===== config.mk =====
export PLATFORM = sky130hd
export DESIGN_NAME = mul_iter_unit
export DESIGN_NICKNAME = d
export VERILOG_FILES = /design/src/rtl/mul_iter_unit.sv
export SDC_FILE = /design/constraint.sdc
export NUM_CORES = 1
export LEC_CHECK = 0
export BUFFER_PORTS_ARGS = -buffer_cell sky130_fd_sc_hd__buf_2
export CAP_MARGIN = 20
export CELL_PAD_IN_SITES_DETAIL_PLACEMENT = 0
export CELL_PAD_IN_SITES_GLOBAL_PLACEMENT = 2
export CORE_ASPECT_RATIO = 0.5
export CORE_MARGIN = 1.5
export CORE_UTILIZATION = 39
export CTS_BUF_LIST = sky130_fd_sc_hd__clkbuf_8
export CTS_CLUSTER_SIZE = 16
export DETAILED_ROUTE_END_ITERATION = 6
export PLACE_DENSITY = 0.85
export SLEW_MARGIN = 20
export SYNTH_ARGS = -nofsm -noshare
export SYNTH_HDL_FRONTEND = slang
export SYNTH_SLANG_ARGS = --single-unit

===== constraint.sdc =====
create_clock -name clk -period 7.1 [get_ports clk]
set_input_delay 1.775 -clock clk [delete_from_list [all_inputs] [get_ports clk]]
set_output_delay 1.775 -clock clk [all_outputs]
set_load 0.03 [all_outputs]

===== src/rtl/mul_iter_unit.sv =====
// mul_iter_unit
// -----------------------------------------------------------------------------
// Iterative integer multiplier for the EX stage (RV64M MUL/MULH/MULHSU/MULHU).
// Operand magnitudes are multiplied unsigned, STEP_W multiplier bits per cycle,
// and the sign is applied once at the end.
//
// Ports
//   clk        main clock
//   arst_n     asynchronous active-low reset
//   start      launch request, sampled only while idle
//   op         00 MUL, 01 MULH, 10 MULHSU, 11 MULHU (funct3[1:0])
//   operand_a  rs1 value (signed for MULH/MULHSU)
//   operand_b  rs2 value (signed for MULH)
//   flush      synchronous abort of an in-flight or starting operation
//   busy       high while an operation is in flight (stall request)
//   done       one-cycle pulse, result valid
//   result     registered result, held until the next done
//
// Latency from the start edge to done visible: N+2 cycles (N = DATA_W/STEP_W),
// or 2 cycles when EARLY_EXIT=1 and an operand is zero.
// -----------------------------------------------------------------------------
module mul_iter_unit #(
    parameter int DATA_W     = 64,
    parameter int STEP_W     = 4,
    parameter int EARLY_EXIT = 0
) (
    input  logic              clk,
    input  logic              arst_n,
    input  logic              start,
    input  logic [1:0]        op,
    input  logic [DATA_W-1:0] operand_a,
    input  logic [DATA_W-1:0] operand_b,
    input  logic              flush,
    output logic              busy,
    output logic              done,
    output logic [DATA_W-1:0] result
);

    localparam int N     = DATA_W / STEP_W;
    localparam int CNT_W = (N > 1) ? $clog2(N) : 1;
    localparam int ACC_W = 2 * DATA_W;
    localparam int PP_W  = DATA_W + STEP_W;

    localparam logic [1:0] OP_MUL    = 2'b00;
    localparam logic [1:0] OP_MULH   = 2'b01;
    localparam logic [1:0] OP_MULHSU = 2'b10;

    typedef enum logic [1:0] {
        S_IDLE = 2'd0,
        S_CALC = 2'd1,
        S_SIGN = 2'd2
    } state_t;

    state_t              state_reg;
    state_t              state_next;

    logic [1:0]          op_reg;
    logic [DATA_W-1:0]   mcand_reg;
    logic [DATA_W-1:0]   mplier_reg;
    logic                neg_reg;
    logic [ACC_W-1:0]    acc_reg;
    logic [CNT_W-1:0]    count_reg;
    logic                done_reg;
    logic [DATA_W-1:0]   result_reg;

    // Operand decode (combinational, only used on the launch edge)
    logic                a_neg;
    logic                b_neg;
    logic [DATA_W-1:0]   mag_a;
    logic [DATA_W-1:0]   mag_b;
    logic                any_zero;
    logic                launch;

    // Datapath helpers
    logic [PP_W-1:0]     pp;
    logic [PP_W-1:0]     hi_sum;
    logic [ACC_W-1:0]    acc_calc;
    logic [ACC_W-1:0]    prod_signed;
    logic [DATA_W-1:0]   res_sel;
    logic                last_step;
    logic                done_next;

    always_comb begin
        a_neg    = ((op == OP_MULH) || (op == OP_MULHSU)) && operand_a[DATA_W-1];
        b_neg    = (op == OP_MULH) && operand_b[DATA_W-1];
        // Two's complement negation of the most negative value wraps back to
        // 2^(DATA_W-1), which is exactly its magnitude when read as unsigned.
        mag_a    = a_neg ? (~operand_a + DATA_W'(1)) : operand_a;
        mag_b    = b_neg ? (~operand_b + DATA_W'(1)) : operand_b;
        any_zero = (operand_a == '0) || (operand_b == '0);
        launch   = start && !flush;
    end

    // Accumulation is done by adding each partial product into the upper half
    // and shifting the whole accumulator right by STEP_W. After N steps this
    // equals summing partial products shifted left by count*STEP_W, but needs
    // only a DATA_W+STEP_W adder instead of a wide barrel shifter.
    always_comb begin
        pp       = {{DATA_W{1'b0}}, mplier_reg[STEP_W-1:0]} * {{STEP_W{1'b0}}, mcand_reg};
        hi_sum   = {{STEP_W{1'b0}}, acc_reg[ACC_W-1:DATA_W]} + pp;
        acc_calc = ACC_W'({hi_sum, acc_reg[DATA_W-1:0]} >> STEP_W);
    end

    always_comb begin
        prod_signed = neg_reg ? (~acc_reg + ACC_W'(1)) : acc_reg;
        res_sel     = (op_reg == OP_MUL) ? prod_signed[DATA_W-1:0]
                                         : prod_signed[ACC_W-1:DATA_W];
        last_step   = (count_reg == CNT_W'(N - 1));
    end

    // State register
    always_ff @(posedge clk or negedge arst_n) begin
        if (!arst_n) begin
            state_reg <= S_IDLE;
        end else begin
            state_reg <= state_next;
        end
    end

    // Next-state logic; flush always wins and returns to idle without done
    always_comb begin
        state_next = state_reg;
        done_next  = 1'b0;
        case (state_reg)
            S_IDLE: begin
                if (launch) begin
                    if ((EARLY_EXIT != 0) && any_zero) begin
                        state_next = S_SIGN;
                    end else begin
                        state_next = S_CALC;
                    end
                end
            end
            S_CALC: begin
                if (flush) begin
                    state_next = S_IDLE;
                end else if (last_step) begin
                    state_next = S_SIGN;
                end
            end
            S_SIGN: begin
                state_next = S_IDLE;
                done_next  = !flush;
            end
            default: begin
                state_next = S_IDLE;
            end
        endcase
    end

    // Datapath registers
    always_ff @(posedge clk or negedge arst_n) begin
        if (!arst_n) begin
            op_reg     <= '0;
            mcand_reg  <= '0;
            mplier_reg <= '0;
            neg_reg    <= 1'b0;
            acc_reg    <= '0;
            count_reg  <= '0;
            done_reg   <= 1'b0;
            result_reg <= '0;
        end else begin
            done_reg <= done_next;
            case (state_reg)
                S_IDLE: begin
                    if (launch) begin
                        op_reg     <= op;
                        mcand_reg  <= mag_a;
                        mplier_reg <= mag_b;
                        neg_reg    <= a_neg ^ b_neg;
                        acc_reg    <= '0;
                        count_reg  <= '0;
                    end
                end
                S_CALC: begin
                    if (!flush) begin
                        acc_reg    <= acc_calc;
                        mplier_reg <= mplier_reg >> STEP_W;
                        count_reg  <= count_reg + CNT_W'(1);
                    end
                end
                S_SIGN: begin
                    if (!flush) begin
                        result_reg <= res_sel;
                    end
                end
                default: begin
                end
            endcase
        end
    end

    assign busy   = (state_reg != S_IDLE);
    assign done   = done_reg;
    assign result = result_reg;

endmodule


==> run summary <==
outcome - completed
LEAKAGE - 0.0149 uW
hold crit path type - reg -> reg
Hold Path Sink - result[22]
Vias/cell - 5.49
switching power - 6270 uW
clock root buffer - clkbuf_8
synthesized area - 0.0289 mm2
wire per inst - 20.9 um
CTS Hold Bufs - 0
EDFF count, synth - 0
Worst-path clk slew - 0.07 ns
routability cong. - 0.953
worst-margin pin slew - 1.15 ns
fin. max-slew vios - 0
fmax - 0.167 GHz
combinational power share - 62.6%
Slew HR - 22.0%
minimum clock period - 5.99 ns
min-delay src - result[22]
number of synthesized register bits - 330
overall power - 12100 uW
Clock Path Buffers - 3
post-synthesis compound-gate area fraction - 18.1%
RR Endpoint - acc_reg[117]
Cells after Synth - 3464
initial antenna violation count - 3
Core Area - 0.0731 mm2
clock share of power - 15.2%
syn_area_per_cell - 8.33 um2
vias post-DR - 25096
H-tree depth - 2
Max Cap Viol - 0
Syn Nets - 3866
Post-synth top flop - dfrtp_1
CP arrival - 6.63 ns
CTS Buf Count - 55
# rows - 70
sequential element share of the synthesized area - 28.6%
critical path launch point type - flip-flop
1st-iter DRT viols - 2109
RSZ-0062 raised after global routing - false
Starting Density - 39.5%
Simple-Gate Fraction of Synth Area - 20.5%
asr flop ratio synth - 100%
P per Cell Area - 380 mW/mm2
crit-path max FO - 25
CTS resizes - 0
Layout area overhead - 10.2%
clock skew - 0.0603 ns
vias in the first global route - 24628
Antenna Nets Post-Route - 0
worst reg2reg path depth - 17
Pint - 5800 uW
Post-CTS Setup Bufs - 0
fin crit share - 84.3%
clock sink total - 330
Hold Path Depth - 2
TritonRoute pass-1 iters - 5
reg2reg start - mplier_reg[2]
Yosys cell types - 67
synth warn - 0
drt drc - 0
setup tns final - 0 ns
mux share of post-synthesis cell area - 0.139%
fin nets - 3959
largest net degree at the start of global routing - 126
Crit. End Element - flip-flop
worst skew pair latency - 0.72 ns
number of flip-flops in the largest register - 128
detailed-placement wirelength estimate - 73.2 mm
register-to-register setup slack - 1.11 ns
total track usage - 25.1%
Seq pwr share - 22.3%
largest family of logic cells by synthesized area - simple AND/OR/NAND/NOR gates
Port Buffer Count - 199
share of cells above drive strength 1 - 9.81%
WS Path Type - reg -> reg
global-route wire length before repair - 149 mm
die area - 0.0757 mm2
CTS tree - yes
die extent in x - 388 um
Final Setup Violations - 0
I/O pin cnt - 200
CP required - 7.74 ns
GRT Residual Overflow - 0
Final Hold Viols - 0
die height - 195 um
Total Wirelength - 95.7 mm
Peak supply drop - 162 uV
Sw Ratio - 52.0%
xor/xnor share of the synthesized area - 8.89%
adder-cell share of the synthesized area - 16.5%
## per-layer routing
metal	wire, um	GRT usage [%]
met5	13	0
met4	1400	4.39
met3	6740	4.93
met2	37600	34.4
met1	49900	40.3
## critical path, stage by stage, from the launching register on
cell and delay, ns:
dfrtp_1 0.91, buf_4 0.29, and2_1 0.16, fa_1 0.45, fa_1 0.54, inv_1 0.05
fa_1 0.38, inv_1 0.06, ha_1 0.28, a21oi_1 0.37, o21ai_0 0.25, a221oi_1 0.51
a21oi_1 0.20, o211ai_1 0.36, a21oi_1 0.19, or2_2 0.38, or4_1 0.48, nand3_1 0.09
## cells by family (layout without fill, tap and decap cells)
| kind of cell | Yosys count | in the layout |
|---|---|---|
| compound gates | 837 | 837 |
| buf+inv | 553 | 687 |
| simple gates | 1179 | 1179 |
| flops | 330 | 330 |
| other cells | 0 | 2 |
| xor+xnor | 293 | 293 |
| mux | 4 | 4 |
| fa+ha+maj | 268 | 268 |
## Yosys cell counts (all sizes together) (71+ instances only)
cell / count / area, um2
nor2: 136 / 510
ha: 81 / 1010
a21oi: 160 / 801
dfrtp: 330 / 8260
nand3: 105 / 526
clkbuf: 186 / 699
xnor2: 171 / 1500
and2: 250 / 1560
fa: 187 / 3740
o21ai: 296 / 1480
xor2: 122 / 1070
nand2: 397 / 1490
o31ai: 71 / 543
inv: 354 / 1330
## power by group through the flow
stage | combinational (uW) | clock [uW] | sequential (uW)
finish | 7550 | 1830 | 2690
CTS | 7470 | 1870 | 2670
detailed placement | 7430 | 0 | 2710
floorplan | 5370 | 0 | 2460
global placement | 7440 | 0 | 2700
global route | 8390 | 1950 | 2740
## worst max-delay path by stage
stage	start	end	cells after the start
after floorplan	mplier_reg[2]	acc_reg[116]	18
after global placement	mplier_reg[2]	acc_reg[124]	17
after detailed placement	mplier_reg[2]	acc_reg[124]	18
after CTS	mplier_reg[2]	acc_reg[124]	18
after global routing	mplier_reg[3]	acc_reg[124]	18
final	mplier_reg[2]	acc_reg[117]	17
## metrics by stage
step	hold WS (ns)	util [%]	setup slack (ns)	instance area, um2	std cells
6_report	0.474	43.5	1.11	31800	4572
3_3_place_gp	0.447	41.9	1.18	30700	4472
5_1_grt	0.504	43.5	0.778	31800	4570
4_1_cts	0.478	43.5	1.19	31800	4570
3_5_place_dp	0.464	41.9	1.15	30700	4472
2_1_floorplan	0.442	-	1.91	28900	3464
## final cells by class
| cell class | count | area [um2] |
|---|---|---|
| fillers | 7377 | 41300 |
| clock inverters | 35 | 258 |
| multi-input cells | 2581 | 18600 |
| repair buffers | 235 | 1300 |
| inverters | 354 | 1330 |
| diodes | 2 | 5.00 |
| flip-flops and latches | 330 | 8260 |
| well taps | 972 | 1220 |
| clock buffers | 63 | 867 |
## cell usage in the layout (no fill, tap or decap), types with 5 or more instances in the layout
cell type and instances:
o21ai_0 288, o21a_1 13, buf_2 198, inv_1 372, or3_1 47, o2111ai_1 6
a211oi_1 11, o21ai_1 8, nor2b_1 7, nor3_1 63, o41ai_1 32, nand2_1 396
or4_1 29, a31oi_1 16, xor2_1 122, a221oi_1 5, nand2b_1 16, xnor2_1 171
dfrtp_1 328, or2_2 19, nand3_1 105, o22ai_1 56, ha_1 81, o21bai_1 13
and3_1 12, nor4_1 21, nand3b_1 9, o31ai_1 69, clkbuf_8 63, a22oi_1 68
o211ai_1 14, clkinv_2 7, buf_4 34, and2_1 250, o221ai_1 10, a21oi_1 160
a21o_1 30, nor2_1 133, fa_1 187, nand4_1 48
No activity file was read; power rests on OpenSTA's default activity.
